<file path="config.mk">
export PLATFORM = sky130hd
export DESIGN_NAME = cache_dados
export DESIGN_NICKNAME = d
export VERILOG_FILES = /design/src/rtl/cache_dados_pkg.sv /design/src/rtl/cache_array.sv /design/src/rtl/cache_dados.sv
export SDC_FILE = /design/constraint.sdc
export NUM_CORES = 1
export LEC_CHECK = 0
export CAP_MARGIN = 20
export CELL_PAD_IN_SITES_DETAIL_PLACEMENT = 0
export CELL_PAD_IN_SITES_GLOBAL_PLACEMENT = 2
export CORE_UTILIZATION = 49
export CTS_CLUSTER_SIZE = 14
export DETAILED_ROUTE_END_ITERATION = 8
export HOLD_SLACK_MARGIN = 0.12
export PLACE_DENSITY = 0.92
export SLEW_MARGIN = 25
export SYNTH_ARGS = -nofsm -noshare
export SYNTH_HDL_FRONTEND = slang
export SYNTH_SLANG_ARGS = --single-unit
</file>
<file path="constraint.sdc">
create_clock -name clk -period 11.92 [get_ports clk]
set_input_delay 2.384 -clock clk [delete_from_list [all_inputs] [get_ports clk]]
set_output_delay 2.384 -clock clk [all_outputs]
set_load 0.01 [all_outputs]
</file>
<file path="src/rtl/cache_dados_pkg.sv">
// -----------------------------------------------------------------------------
// cache_dados_pkg
// Shared definitions for the direct-mapped data cache: FSM state encodings
// and the default widths used by cache_dados and cache_array.
// -----------------------------------------------------------------------------
package cache_dados_pkg;

    localparam int ADDR_W_DEF  = 12;
    localparam int DATA_W_DEF  = 32;
    localparam int INDEX_W_DEF = 4;
    localparam int CNT_W_DEF   = 16;

    typedef logic [1:0] state_t;

    localparam state_t IDLE    = 2'd0;
    localparam state_t RD_MISS = 2'd1;
    localparam state_t WR_MEM  = 2'd2;
    localparam state_t WR_DONE = 2'd3;

endpackage

</file>
<file path="src/rtl/cache_array.sv">
// -----------------------------------------------------------------------------
// cache_array
// Tag, data and valid storage for a one-word-per-line direct-mapped cache.
// Ports:
//   clk, rst        clock; asynchronous active-low clear of all valid bits
//   rd_index        combinational read port index
//   rd_valid/tag/data  contents of the addressed line
//   we, wr_index, wr_tag, wr_data  synchronous write port (sets valid)
// -----------------------------------------------------------------------------
module cache_array
    import cache_dados_pkg::*;
#(
    parameter int DATA_W  = DATA_W_DEF,
    parameter int INDEX_W = INDEX_W_DEF,
    parameter int TAG_W   = ADDR_W_DEF - INDEX_W_DEF
)(
    input  logic               clk,
    input  logic               rst,
    input  logic [INDEX_W-1:0] rd_index,
    output logic               rd_valid,
    output logic [TAG_W-1:0]   rd_tag,
    output logic [DATA_W-1:0]  rd_data,
    input  logic               we,
    input  logic [INDEX_W-1:0] wr_index,
    input  logic [TAG_W-1:0]   wr_tag,
    input  logic [DATA_W-1:0]  wr_data
);

    localparam int LINES = 1 << INDEX_W;

    logic [LINES-1:0]  valid_q;
    logic [TAG_W-1:0]  tag_q  [LINES];
    logic [DATA_W-1:0] data_q [LINES];

    always_ff @(posedge clk or negedge rst) begin
        if (!rst) begin
            valid_q <= '0;
        end else if (we) begin
            valid_q[wr_index] <= 1'b1;
        end
    end

    // Tag/data need no reset: a line is only trusted once its valid bit is set.
    always_ff @(posedge clk) begin
        if (we) begin
            tag_q[wr_index]  <= wr_tag;
            data_q[wr_index] <= wr_data;
        end
    end

    assign rd_valid = valid_q[rd_index];
    assign rd_tag   = tag_q[rd_index];
    assign rd_data  = data_q[rd_index];

endmodule

</file>
<file path="src/rtl/cache_dados.sv">
// -----------------------------------------------------------------------------
// cache_dados
// Direct-mapped, write-through, no-write-allocate data cache between the
// multicycle MIPS core and main data memory, with saturating hit/miss counters.
// Ports:
//   clk, rst            clock; asynchronous active-low reset
//   address, data       word address / store data from the core
//   r_en, w_en          active-low load / store requests (store wins)
//   stall               high while the current request is incomplete
//   saida_cache         load result (valid when r_en=0 and stall=0)
//   mem_addr, mem_wdata memory-side address / write data
//   mem_rd, mem_wr      memory strobes, held until mem_ack
//   mem_rdata, mem_ack  memory read data and one-cycle completion pulse
//   hit_count, miss_count  saturating load hit / miss counters
// -----------------------------------------------------------------------------
module cache_dados
    import cache_dados_pkg::*;
#(
    parameter int ADDR_W  = ADDR_W_DEF,
    parameter int DATA_W  = DATA_W_DEF,
    parameter int INDEX_W = INDEX_W_DEF,
    parameter int CNT_W   = CNT_W_DEF
)(
    input  logic              clk,
    input  logic              rst,
    input  logic [ADDR_W-1:0] address,
    input  logic [DATA_W-1:0] data,
    input  logic              r_en,
    input  logic              w_en,
    output logic              stall,
    output logic [DATA_W-1:0] saida_cache,
    output logic [ADDR_W-1:0] mem_addr,
    output logic [DATA_W-1:0] mem_wdata,
    output logic              mem_rd,
    output logic              mem_wr,
    input  logic [DATA_W-1:0] mem_rdata,
    input  logic              mem_ack,
    output logic [CNT_W-1:0]  hit_count,
    output logic [CNT_W-1:0]  miss_count
);

    localparam int TAG_W = ADDR_W - INDEX_W;

    state_t             state;
    logic               fill_p1;     // set for the IDLE cycle right after a fill
    logic [ADDR_W-1:0]  rd_addr;
    logic [INDEX_W-1:0] rd_index;
    logic [TAG_W-1:0]   rd_tag_req;
    logic               line_valid;
    logic [TAG_W-1:0]   line_tag;
    logic [DATA_W-1:0]  line_data;
    logic               hit;
    logic               arr_we;
    logic [INDEX_W-1:0] wr_index;
    logic [TAG_W-1:0]   wr_tag;
    logic [DATA_W-1:0]  wr_data;
    logic               hit_accept;

    function automatic logic [CNT_W-1:0] sat_inc(input logic [CNT_W-1:0] v);
        return (&v) ? v : v + CNT_W'(1);
    endfunction

    // In IDLE the lookup follows the core; while a transaction is in flight it
    // follows the latched memory address so the core is never re-sampled.
    assign rd_addr    = (state == IDLE) ? address : mem_addr;
    assign rd_index   = rd_addr[INDEX_W-1:0];
    assign rd_tag_req = rd_addr[ADDR_W-1:INDEX_W];
    assign hit        = line_valid && (line_tag == rd_tag_req);

    assign wr_index = mem_addr[INDEX_W-1:0];
    assign wr_tag   = mem_addr[ADDR_W-1:INDEX_W];
    assign wr_data  = (state == RD_MISS) ? mem_rdata : mem_wdata;
    // Fill on read-miss completion; write-through update only if the line hits.
    assign arr_we   = mem_ack && ((state == RD_MISS) || ((state == WR_MEM) && hit));

    // The cycle after a fill is the miss completing, not a new hit.
    assign hit_accept = (state == IDLE) && w_en && !r_en && hit && !fill_p1;

    cache_array #(
        .DATA_W  (DATA_W),
        .INDEX_W (INDEX_W),
        .TAG_W   (TAG_W)
    ) u_array (
        .clk      (clk),
        .rst      (rst),
        .rd_index (rd_index),
        .rd_valid (line_valid),
        .rd_tag   (line_tag),
        .rd_data  (line_data),
        .we       (arr_we),
        .wr_index (wr_index),
        .wr_tag   (wr_tag),
        .wr_data  (wr_data)
    );

    always_comb begin
        stall = 1'b0;
        if (rst) begin
            case (state)
                IDLE: begin
                    if (!w_en)      stall = 1'b1;
                    else if (!r_en) stall = !hit;
                end
                RD_MISS, WR_MEM: stall = 1'b1;
                default:         stall = 1'b0;
            endcase
        end
    end

    assign saida_cache = ((state == IDLE) && hit) ? line_data : '0;

    always_ff @(posedge clk or negedge rst) begin
        if (!rst) begin
            state      <= IDLE;
            fill_p1    <= 1'b0;
            mem_rd     <= 1'b0;
            mem_wr     <= 1'b0;
            mem_addr   <= '0;
            mem_wdata  <= '0;
            hit_count  <= '0;
            miss_count <= '0;
        end else begin
            case (state)
                IDLE: begin
                    fill_p1 <= 1'b0;
                    if (!w_en) begin
                        state     <= WR_MEM;
                        mem_addr  <= address;
                        mem_wdata <= data;
                        mem_wr    <= 1'b1;
                    end else if (!r_en && !hit) begin
                        state      <= RD_MISS;
                        mem_addr   <= address;
                        mem_rd     <= 1'b1;
                        miss_count <= sat_inc(miss_count);
                    end
                    if (hit_accept) hit_count <= sat_inc(hit_count);
                end
                RD_MISS: begin
                    if (mem_ack) begin
                        mem_rd  <= 1'b0;
                        fill_p1 <= 1'b1;
                        state   <= IDLE;
                    end
                end
                WR_MEM: begin
                    if (mem_ack) begin
                        mem_wr <= 1'b0;
                        state  <= WR_DONE;
                    end
                end
                default: begin
                    state <= IDLE;
                end
            endcase
        end
    end

endmodule

</file>
# Word level (Yosys, flattened, before mapping)
# Memories as Yosys holds them, arrays and structs flattened.
# Cells that the tools add are included.
# word_totals
out_inout_bits,111
reg_bits,97
ram_bits,640
n_memories,2
wordCells,86
# classes
n_lt_le_gt_ge,3
add_sub_neg,2
mux,28
n_eq_ne,10
n_reduce_logical,28
n_bitwise,4
# mem_list
memory,depth,word_bits,rd,rd_ports_with_merged_regs,wr,line_no,source
u_array.data_q,16,32,1,0,1,cache_array.sv:33,logic [DATA_W-1:0] data_q [LINES];
u_array.tag_q,16,8,1,0,1,cache_array.sv:32,logic [TAG_W-1:0] tag_q [LINES];
# op_table
cell,n
two-way mux 32 bit,2
two-way mux 12 bit,3
adder 16 x 1 -> 16 bit (second input constant),2
AND reduction 16 bit,2
bitwise OR 16 bit,1
two-way mux 1 bit,12
logical AND 1 bit,10
less-than comparator 4 x 5 -> 1 bit (second input constant),2
AND reduction 3 bit,3
equality test 8 bit,1
two-way mux 2 bit,4
inequality test 2 bit (second input constant),4
one-hot mux 1 bit (2 select lines),4
AND reduction 4 bit,2
one-hot mux 2 bit (3 select lines),1
AND reduction 2 bit,3
binary-select mux 1 bit (select 4 bit),1
demux 1 bit (select 4 bit),1
>= comparator 4 x 1 -> 1 bit (second input constant),1
inequality test 2 x 1 -> 1 bit (second input constant),2
nonzero test 2 bit,2
logical NOT 1 bit,3
inequality test 3 x 2 -> 1 bit (second input constant),1
NOT 1 bit,3
other kinds (5),5

# Longest topological paths before layout
# Gate-level depths: netlist (run 1).
# depth
depth_word,10
ltp_mapped,15
mapped_depth_nobuf,11

# By module
# Synthesis (run 1) repeated with hierarchy kept, for this count alone.
# unflattened
hier_cells,1419
area_unflattened_um2,28951.5
# modules_own_cells
module,n_inst,seq_area_each_um2,area_per_inst_um2,cells_each
cache_array,1,19618.8,24574.8,1041
cache_dados,1,2026.9,4376.7,378

# Least setup slack after synthesis (run 1)
# No wires, ideal clock.
# synth_path
kind,input to output
startpoint,input port address[0]
endpoint,output port saida_cache[10]
required_ns,9.536
n_path_buf,2
arrival_time_ns,5.204
setup_slack_ns,4.332
stages,9
path_cell_list,mux2i_4 mux4_2 mux2_2 a221o_1 a2111oi_4 and4_1 buf_2 clkbuf_1 and3_1
# synth_between
elab_chain_cells,6
word_cells_on_any_way,9
cone_classes,eq/ne: 1; mux: 4; reduce/logical: 2; memory: 2
# synth_lines
element,line_no,source
start: declaration,cache_dados.sv:26,"input logic [ADDR_W-1:0] address,"
two-way mux 12 bit (*),cache_dados.sv:65,assign rd_addr = (state == IDLE) ? address : mem_addr;
memory read (16 x 8 bit) / binary-select mux 1 bit (select 4 bit) (equally long branches),--,
equality test 8 bit / two-way mux 1 bit (equally long branches),"cache_dados.sv:68, cache_array.sv:51",
logical AND 1 bit,cache_dados.sv:68,assign hit = line_valid && (line_tag == rd_tag_req);
logical AND 1 bit,cache_dados.sv:110,assign saida_cache = ((state == IDLE) && hit) ? line_data : '0;
two-way mux 32 bit (*),cache_dados.sv:110,
end: declaration,cache_dados.sv:31,"output logic [DATA_W-1:0] saida_cache,"
# Every way passes the cells marked *; elsewhere a longest branch is shown, timed or not. The select of a mux whose other input is x is not followed.

# Worst setup path after layout (run 1)
# layout_path
startpoint,input port address[3]
endpoint,output port saida_cache[5]
# Same word-level chain as after synthesis.

==> results of run 1 <==
cells in the mapped netlist, drive strengths merged, types with 7 or more instances:
cell type  count  area (um2)
and3          43         269
buf           36         193
clkbuf        44         165
dfrtp         97        2430
edfxtp       640       19200
ha             7        87.6
inv           12        45.0
mux2          86        1000
mux2i         26         285
mux4         160        3600
nand2        161         604
nand3         82         410
nand4         18         128
nor2          20        75.1
nor3           7        40.0
o21bai        12        90.1
xnor2         24         210
xor2          11        96.3
metrics by stage:
stage                util  area, um2  setup slack, ns  hold slack, ns  total power [mW]
CTS                 0.589      34900             1.71           0.469              9.03
floorplan               -      29500             4.33           0.423              5.66
global placement    0.547      32400             1.86           0.433              6.60
finish              0.589      34900             2.03           0.463              8.95
global route        0.589      34900             1.80           0.486              9.33
detailed placement  0.547      32400             1.74           0.455              6.67
sequential cells by signal (all words and copies together) (netlist names):
register,count
u_array.valid_q,16
u_array.tag_q,128
miss_count,16
mem_rd,1
u_array.data_q,512
fill_p1,1
state,2
mem_wdata,32
hit_count,16
mem_addr,12
mem_wr,1
logic make-up (layout without fill, tap and decap cells):
family / count (synthesis) / count (layout) / share of synthesized area
adder cells (fa/ha/maj): 7 / 7 / 0.00297
buffers and inverters: 92 / 370 / 0.0137
XOR/XNOR: 35 / 35 / 0.0104
AND/OR/NAND/NOR: 360 / 360 / 0.0596
AO/OA/AOI/OAI: 49 / 49 / 0.0135
multiplexers: 272 / 272 / 0.166
flip-flops: 737 / 737 / 0.734
layout make-up:
type,count,area [um2]
Timing Repair Buffer,222,2170
Sequential cell,737,21600
Clock inverter,34,402
Clock buffer,102,2080
Tap cell,773,967
Inverter,12,45.0
Fill cell,4282,24300
Multi-Input combinational cell,723,7590
report_power, final:
| group | leakage (nW) | switching (mW) | internal, mW | total [mW] |
|---|---|---|---|---|
| clock | 1.22 | 0.953 | 1.40 | 2.35 |
| combinational | 3.68 | 1.73 | 1.28 | 3.00 |
| sequential | 6.99 | 0.178 | 3.42 | 3.59 |
final timing paths:
check                      slack [ns]              endpoint
min in group asynchronous        1.76         mem_wdata[25]
max in group asynchronous        9.11          mem_wdata[6]
min reg2reg                      0.46    u_array.valid_q[0]
min                              0.46    u_array.valid_q[0]
max reg2reg                      5.30  u_array.data_q[7][5]
max                              2.03        saida_cache[5]
per-layer routing:
| layer | wire (um) | vias up | share of wire | GRT usage |
|---|---|---|---|---|
| met2 | 33000 | 627 | 0.50 | 0.367 |
| met4 | 1430 | 0 | 0.021 | 0.0563 |
| li1 | - | 6628 | - | - |
| met1 | 27500 | 8007 | 0.41 | 0.303 |
| met3 | 4510 | 100 | 0.068 | 0.0403 |
| met5 | 0 | - | 0 | 0 |
worst max-delay path, delay by kind of cell:
family / cells / cell delay, ns
buf+inv: 3 / 1.72
simple gates: 2 / 1.34
mux: 4 / 1.19
compound gates: 2 / 0.84
==> impl_metrics.ini, run 1 <==
[routing]
antenna_left = 0
drc = 11
vias_per_cell = 5.90
first_iter_violations = 1414
vias = 15400
wirelength_um = 66500
drt-wirelength-per-cell_um = 25.5
first_pass_iters = 8

[setup_path]
worstPathCellList = clkdlybuf4s50_1 -> mux2_2 -> buf_4 -> mux2i_1 -> mux2i_1 -> mux2_2 -> a211o_1 -> a211oi_2 -> and4_2 -> and3_1 -> clkdlybuf4s50_1
cpMaxStageDelayCell = and4_2
worstPathRequired_ns = 9.54
worstSetupPathType = in -> out
worstSetupStartpoint = address[3]
path_max_fanout = 37
crit_path_max_incr_delay_ns = 1.04
rr_worst_depth = 14
startpoint_type = input pin
r2r_start = state[1]
critPathCaptureType = output pin
arrival_ns = 7.50

[placement]
placed_cells = 2467
dp_hpwl_um = 36400
portBuffers = 191
place_congestion = 0.757

[floorplanning]
pin_count = 192
die_height_um = 247
core_area_um2 = 59200
start_util = 0.498
die_w_um = 247
fp.dieArea_um2 = 61200
rows = 89

[global_route]
grt_pass1_wl_um = 98600
antenna_found_initial = 2
grt_max_degree = 90
overflow = 0
grt_use_total = 0.221
grt_pass1_vias = 15900

[yosys]
synth_area_per_cell_um2 = 19.0
ys_types = 58
synthArstFlopShare = 0.132
ys_ff_latch = 737
ys.flop_type = edfxtp_1
postSynthCellCount = 1552
synth.yosys.seq_area_share = 0.734
yosysWarnings = 0
syn_nets = 1640
syn-cell-area_um2 = 29500
synth_edf_count = 640

[cts]
cts.htree.levels = 3
postCtsSetupBuffers = 0
holdBufCountCts = 0
cts_buffers = 75
clkTransAtPathRegs_ns = 0.06
clock_latency_ns = 0.61
cts.sinks = 737
cts_resized = 0
clk_path_buf_depth = 3
cts_tree = yes
clockRootBuffer = clkbuf_16

[cells_and_area]
layout-drive-gt1-share = 0.230
finalNonFillerCells = 2603
final_cell_mix = edfxtp_1, clkdlybuf4s50_1, nand2_1
final_common_cell = edfxtp_1
syn2layout_area_growth_pct = 18.4
nets = 1859
n_antenna_cell = 0

[pwr]
p_leak_nw = 11.9
power.density_nw_per_um2 = 256
max-vdd-ir-drop_uv = 277

[sta]
slew_headroom = 0.314
finalMaxSlewViolations = 0
finalCritPeriodShare = 0.830
layout_min_cycle_time_ns = 9.89
worst_pin_slew_ns = 1.01
max_freq_mhz = 101
hold_viol = 0
rsz0062_at_grt = false
setup_tns_ns = 0
setup_viol = 0
skew_ns = 0.0316

[run_status]
violations = design-rule violations
status = finished, violations left

[job]
max-cap-violations = 0

[min_path]
hp-start = u_array.valid_q[0]
whs_path_depth = 1
min_path_type = reg -> reg
Power figures use the tool's default switching activity.
==> run 2, diff against run 1 <==
--- a/config.mk
+++ b/config.mk
@@ -8,11 +8,11 @@
 export CAP_MARGIN = 20
 export CELL_PAD_IN_SITES_DETAIL_PLACEMENT = 0
 export CELL_PAD_IN_SITES_GLOBAL_PLACEMENT = 2
-export CORE_UTILIZATION = 49
+export CORE_UTILIZATION = 41
 export CTS_CLUSTER_SIZE = 14
 export DETAILED_ROUTE_END_ITERATION = 8
 export HOLD_SLACK_MARGIN = 0.12
-export PLACE_DENSITY = 0.92
+export PLACE_DENSITY = 0.83
 export SLEW_MARGIN = 25
 export SYNTH_ARGS = -nofsm -noshare
 export SYNTH_HDL_FRONTEND = slang
==> constraint.sdc (replaced) <==
create_clock -name clk -period 8.45 [get_ports clk]
set_input_delay 1.69 -clock clk [delete_from_list [all_inputs] [get_ports clk]]
set_output_delay 1.69 -clock clk [all_outputs]
set_load 0.01 [all_outputs]
==> run 2 against run 1 <==
  * The flow now finishes without violations
  * Via count increased by 0.12%
  * Register-to-register slack got worse by 2.5 ns
  * Clock-buffer cell count decreased by 3
  * Flip-flop and latch count unchanged
  * Setup slack got worse by 1.5 ns
  * Clock power increased by 41%
  * Clock skew decreased by 0.013 ns
  * Final cell count increased by 7.6%
  * Routed wire length increased by 2.7%
  * First-iteration DRC count decreased by 11%
  * Sequential power increased by 41%
==> impl_metrics.ini, run 2 (same netlist as run 1, synthesis figures left out) <==
[run_status]
status = completed

[routing]
wirelength_um = 68300
first_iter_violations = 1257
antenna_left = 0
first_pass_iters = 7
drt-wirelength-per-cell_um = 24.4
vias_per_cell = 5.49
vias = 15400
drc = 0

[sta]
layout_min_cycle_time_ns = 7.87
finalMaxSlewViolations = 0
setup_tns_ns = 0
hold_viol = 0
worst_pin_slew_ns = 1.02
finalCritPeriodShare = 0.931
slew_headroom = 0.322
rsz0062_at_grt = false
max_freq_mhz = 127
skew_ns = 0.0191
layout_setup_ws_ns = 0.581
setup_viol = 0
fin_hold_ws_ns = 0.463

[placement]
placed_area_um2 = 32800
place_ws_ns = 0.548
dp_hpwl_um = 39200
place_congestion = 0.757
portBuffers = 191
placed_cells = 2658

[cells_and_area]
top_register = u_array.data_q
syn2layout_area_growth_pct = 19.9
layout-drive-gt1-share = 0.239
final_cell_mix = edfxtp_1, clkdlybuf4s50_1, nand2_1
top_regs = u_array.data_q: 512 flops, u_array.tag_q: 128 flops, mem_wdata: 32 flops
finish.instance_area_um2 = 35300
nets = 1887
finalNonFillerCells = 2801
largest_reg_flops = 512
n_antenna_cell = 0
post-route-util = 0.500
final_common_cell = edfxtp_1

[floorplanning]
rows = 97
start_util = 0.417
die_w_um = 270
die_height_um = 270
pin_count = 192
fp.dieArea_um2 = 73000
core_area_um2 = 70600

[cts]
cts.sinks = 737
clockRootBuffer = clkbuf_16
clock_latency_ns = 0.62
holdBufCountCts = 0
cts.htree.levels = 3
clkTransAtPathRegs_ns = 0.05
cts_resized = 0
clk_path_buf_depth = 3
cts_buffers = 78
postCtsSetupBuffers = 0
cts_tree = yes

[global_route]
grt_pass1_wl_um = 103000
grt_use_total = 0.189
grt_pass1_vias = 16200
antenna_found_initial = 0
overflow = 0
grt_max_degree = 68

[setup_path]
worstSetupPathType = in -> out
worstSetupStartpoint = address[2]
arrival_ns = 6.18
worstPathRequired_ns = 6.76
startpoint_type = input pin
critPathCaptureType = output pin
path_max_fanout = 39
r2r_start = state[1]

[pwr]
power.density_nw_per_um2 = 360
max-vdd-ir-drop_uv = 221
finalPower_mw = 12.7
p_leak_nw = 12.0

[job]
max-cap-violations = 0

[min_path]
hp-start = u_array.valid_q[4]
min_path_type = reg -> reg
run 2: changes by cell type in the layout (fill, tap and decap cells not counted):
cell	before	now
clkbuf_8	10	4
buf_12	2	3
clkinvlp_4	1	3
buf_16	0	1
mux2_8	1	0
clkinv_1	7	14
inv_16	0	1
bufinv_16	8	6
clkinv_16	0	1
mux2_4	9	10
buf_4	29	52
clkbuf_16	75	78
clkinv_2	12	11
inv_6	4	5
run 2: final timing paths:
check / endpoint / slack, ns / depth (start not counted)
max in group asynchronous: miss_count[15] / 6.33 / 2
min in group asynchronous: mem_wdata[30] / 1.05 / 1
max reg2reg: u_array.data_q[11][18] / 2.77 / 14
max: saida_cache[20] / 0.58 / 11
min reg2reg: u_array.valid_q[4] / 0.46 / 1
min: u_array.valid_q[4] / 0.46 / 1
run 2: final cells by class:
type                       instances  area [um2]
multi-input combinational        723        7580
sequential                       737       21600
tap                              940        1180
fill                            5722       35300
clock buffer                      99        2070
timing repair buffer             247        2390
inverter                          12        45.0
clock inverter                    43         437
run 2: power by group:
part           switching (mW)  internal (mW)  total [mW]
logic                    2.48           1.87        4.35
registers               0.249           4.82        5.07
clock network            1.38           1.94        3.32
total                    4.12           8.63        12.7
run 2: critical path: stages:
cell and delay (ns):
clkdlybuf4s50_1 0.64, mux2_4 0.61, mux4_2 0.57, mux2i_1 0.20
xor2_1 0.08, or3_1 0.42, a2111oi_4 0.37, and4_2 0.59
buf_4 0.27, and3_1 0.18, clkdlybuf4s50_1 0.54
run 2: layer usage:
metal	vias up	wire length, um	GRT usage
li1	6696	-	-
met4	0	1440	0.0507
met5	-	0	0
met1	8086	29400	0.260
met3	95	4120	0.0363
met2	503	33300	0.309
==> run 3, diff against run 2 <==
--- a/config.mk
+++ b/config.mk
@@ -8,6 +8,7 @@
 export CAP_MARGIN = 20
 export CELL_PAD_IN_SITES_DETAIL_PLACEMENT = 0
 export CELL_PAD_IN_SITES_GLOBAL_PLACEMENT = 2
+export CORE_MARGIN = 8
 export CORE_UTILIZATION = 41
 export CTS_CLUSTER_SIZE = 14
 export DETAILED_ROUTE_END_ITERATION = 8
==> run 3 against run 2 <==
  * Core utilization fell by 0.62 points
  * Power fell by 0.36%
  * Via count fell by 0.86%
  * Critical path depth did not move
==> impl_metrics.ini, run 3 (same netlist as run 1, synthesis figures left out) <==
[placement]
dp_hpwl_um = 39200
place_ws_ns = 0.766
placed_area_um2 = 32700
place_congestion = 0.735
portBuffers = 191

[sta]
worst_pin_slew_ns = 0.991
layout_setup_ws_ns = 0.832
layout_min_cycle_time_ns = 7.62
finalCritPeriodShare = 0.902
setup_tns_ns = 0
fin_hold_ws_ns = 0.460
finalMaxSlewViolations = 0
skew_ns = 0.0283
rsz0062_at_grt = false
setup_viol = 0
max_freq_mhz = 131
slew_headroom = 0.340
hold_viol = 0

[setup_path]
critPathTopFamily = buffers and inverters
arrival_ns = 5.93
r2r_start = state[0]
cp_num_cells = 11
cpMaxStageDelayCell = clkdlybuf4s50_1
path_max_fanout = 32
r2r_setup_slack_ns = 2.31
worstSetupPathType = in -> out
cp.buffers_inverters = 3
rr_worst_depth = 13
endpoint = saida_cache[3]
worstPathRequired_ns = 6.76
critPathCaptureType = output pin
r2r_end = u_array.data_q[1][19]
worstPathCellList = clkdlybuf4s50_1 -> mux2_4 -> mux4_2 -> mux2i_1 -> xor2_1 -> or3_1 -> a2111oi_4 -> and4_2 -> buf_12 -> and3_1 -> clkdlybuf4s50_1
crit_path_frequent_cell = clkdlybuf4s50_1
startpoint_type = input pin
worstSetupStartpoint = address[2]
crit_path_max_incr_delay_ns = 0.60

[floorplanning]
fp.dieArea_um2 = 80800
start_util = 0.413
pin_count = 192
core_area_um2 = 71400
die_w_um = 284
die_height_um = 284
rows = 98

[cts]
cts.sinks = 737
cts_buffers = 77
clockRootBuffer = clkbuf_16
postCtsSetupBuffers = 0
clkTransAtPathRegs_ns = 0.06
cts_resized = 0
cts_tree = yes
holdBufCountCts = 0
clk_path_buf_depth = 3
cts.htree.levels = 3
clock_latency_ns = 0.63

[routing]
first_iter_violations = 1169
wirelength_um = 69700
first_pass_iters = 5
antenna_left = 0
drt-wirelength-per-cell_um = 24.9
drc = 0
vias = 15200
vias_per_cell = 5.45

[pwr]
seq_power_share = 0.399
power.density_nw_per_um2 = 360
power_frac_comb = 0.336
p_sw_frac = 0.322
pwr-share-clk = 0.264
intPower_mw = 8.61
max-vdd-ir-drop_uv = 235
p_leak_nw = 12.0
power_switching_mw = 4.08

[cells_and_area]
final_cell_mix = edfxtp_1, clkdlybuf4s50_1, nand2_1
largest_reg_flops = 512
top_regs = u_array.data_q: 512 flops, u_array.tag_q: 128 flops, mem_wdata: 32 flops
final_common_cell = edfxtp_1
top_register = u_array.data_q
syn2layout_area_growth_pct = 19.6
nets = 1874
layout-drive-gt1-share = 0.235
post-route-util = 0.494
finish.instance_area_um2 = 35300

[global_route]
grt_use_total = 0.171
use_met1 = 0.229
grt_pass1_vias = 16400
grt_busiest_layer = met2
grt_max_degree = 75
grtUsageMet3 = 0.0337
grt_pass1_wl_um = 106000
grt_util_met2 = 0.288
overflow = 0
antenna_found_initial = 2

[job]
max-cap-violations = 0

[min_path]
min_path_type = reg -> reg

[run_status]
status = completed
-- run 3: cell count changes in the layout (fill, tap and decap cells not counted), sizes merged --
| cell | change |
|---|---|
| buf | -12 |
| clkbuf | -3 |
| bufinv | +2 |
| clkinv | +2 |
| inv | -2 |
| diode | +1 |
-- run 3: worst min path at each step --
stage / from / end / slack, ns / cells past startpoint
global route: u_array.valid_q[4] / u_array.valid_q[4] / 0.47 / 1
CTS: u_array.valid_q[4] / u_array.valid_q[4] / 0.46 / 1
detailed placement: u_array.valid_q[4] / u_array.valid_q[4] / 0.45 / 1
finish: u_array.valid_q[4] / u_array.valid_q[4] / 0.46 / 1
floorplan: u_array.valid_q[4] / u_array.valid_q[4] / 0.42 / 1
global placement: u_array.valid_q[4] / u_array.valid_q[4] / 0.44 / 1
-- run 3: stage by stage --
stage               instances  power [mW]
detailed placement       2657        9.49
CTS                      2798        12.9
global route             2798        13.3
floorplan                1552        7.98
global placement         2657        9.42
finish                   2799        12.7
-- run 3: layout make-up --
type / instances / area, um2
multi-input cells: 723 / 7590
repair buffers: 235 / 2280
fillers: 5836 / 36100
diodes: 1 / 2.50
inverters: 12 / 45.0
clock buffers: 96 / 2020
clock inverters: 45 / 502
well taps: 950 / 1190
flip-flops and latches: 737 / 21600
-- run 3: power by group through the flow --
stage,clock (mW),combinational [mW],sequential [mW]
floorplan,0,2.87,5.11
global placement,0,4.30,5.12
detailed placement,0,4.35,5.15
CTS,3.43,4.37,5.07
global route,3.57,4.63,5.11
finish,3.36,4.27,5.07
-- run 3: per-layer routing --
layer,up-vias,wire (um),share of wire
li1,6666,-,-
met1,8048,30100,0.43
met2,438,34700,0.50
met3,93,3860,0.055
met4,2,1120,0.016
met5,-,9,0.00013
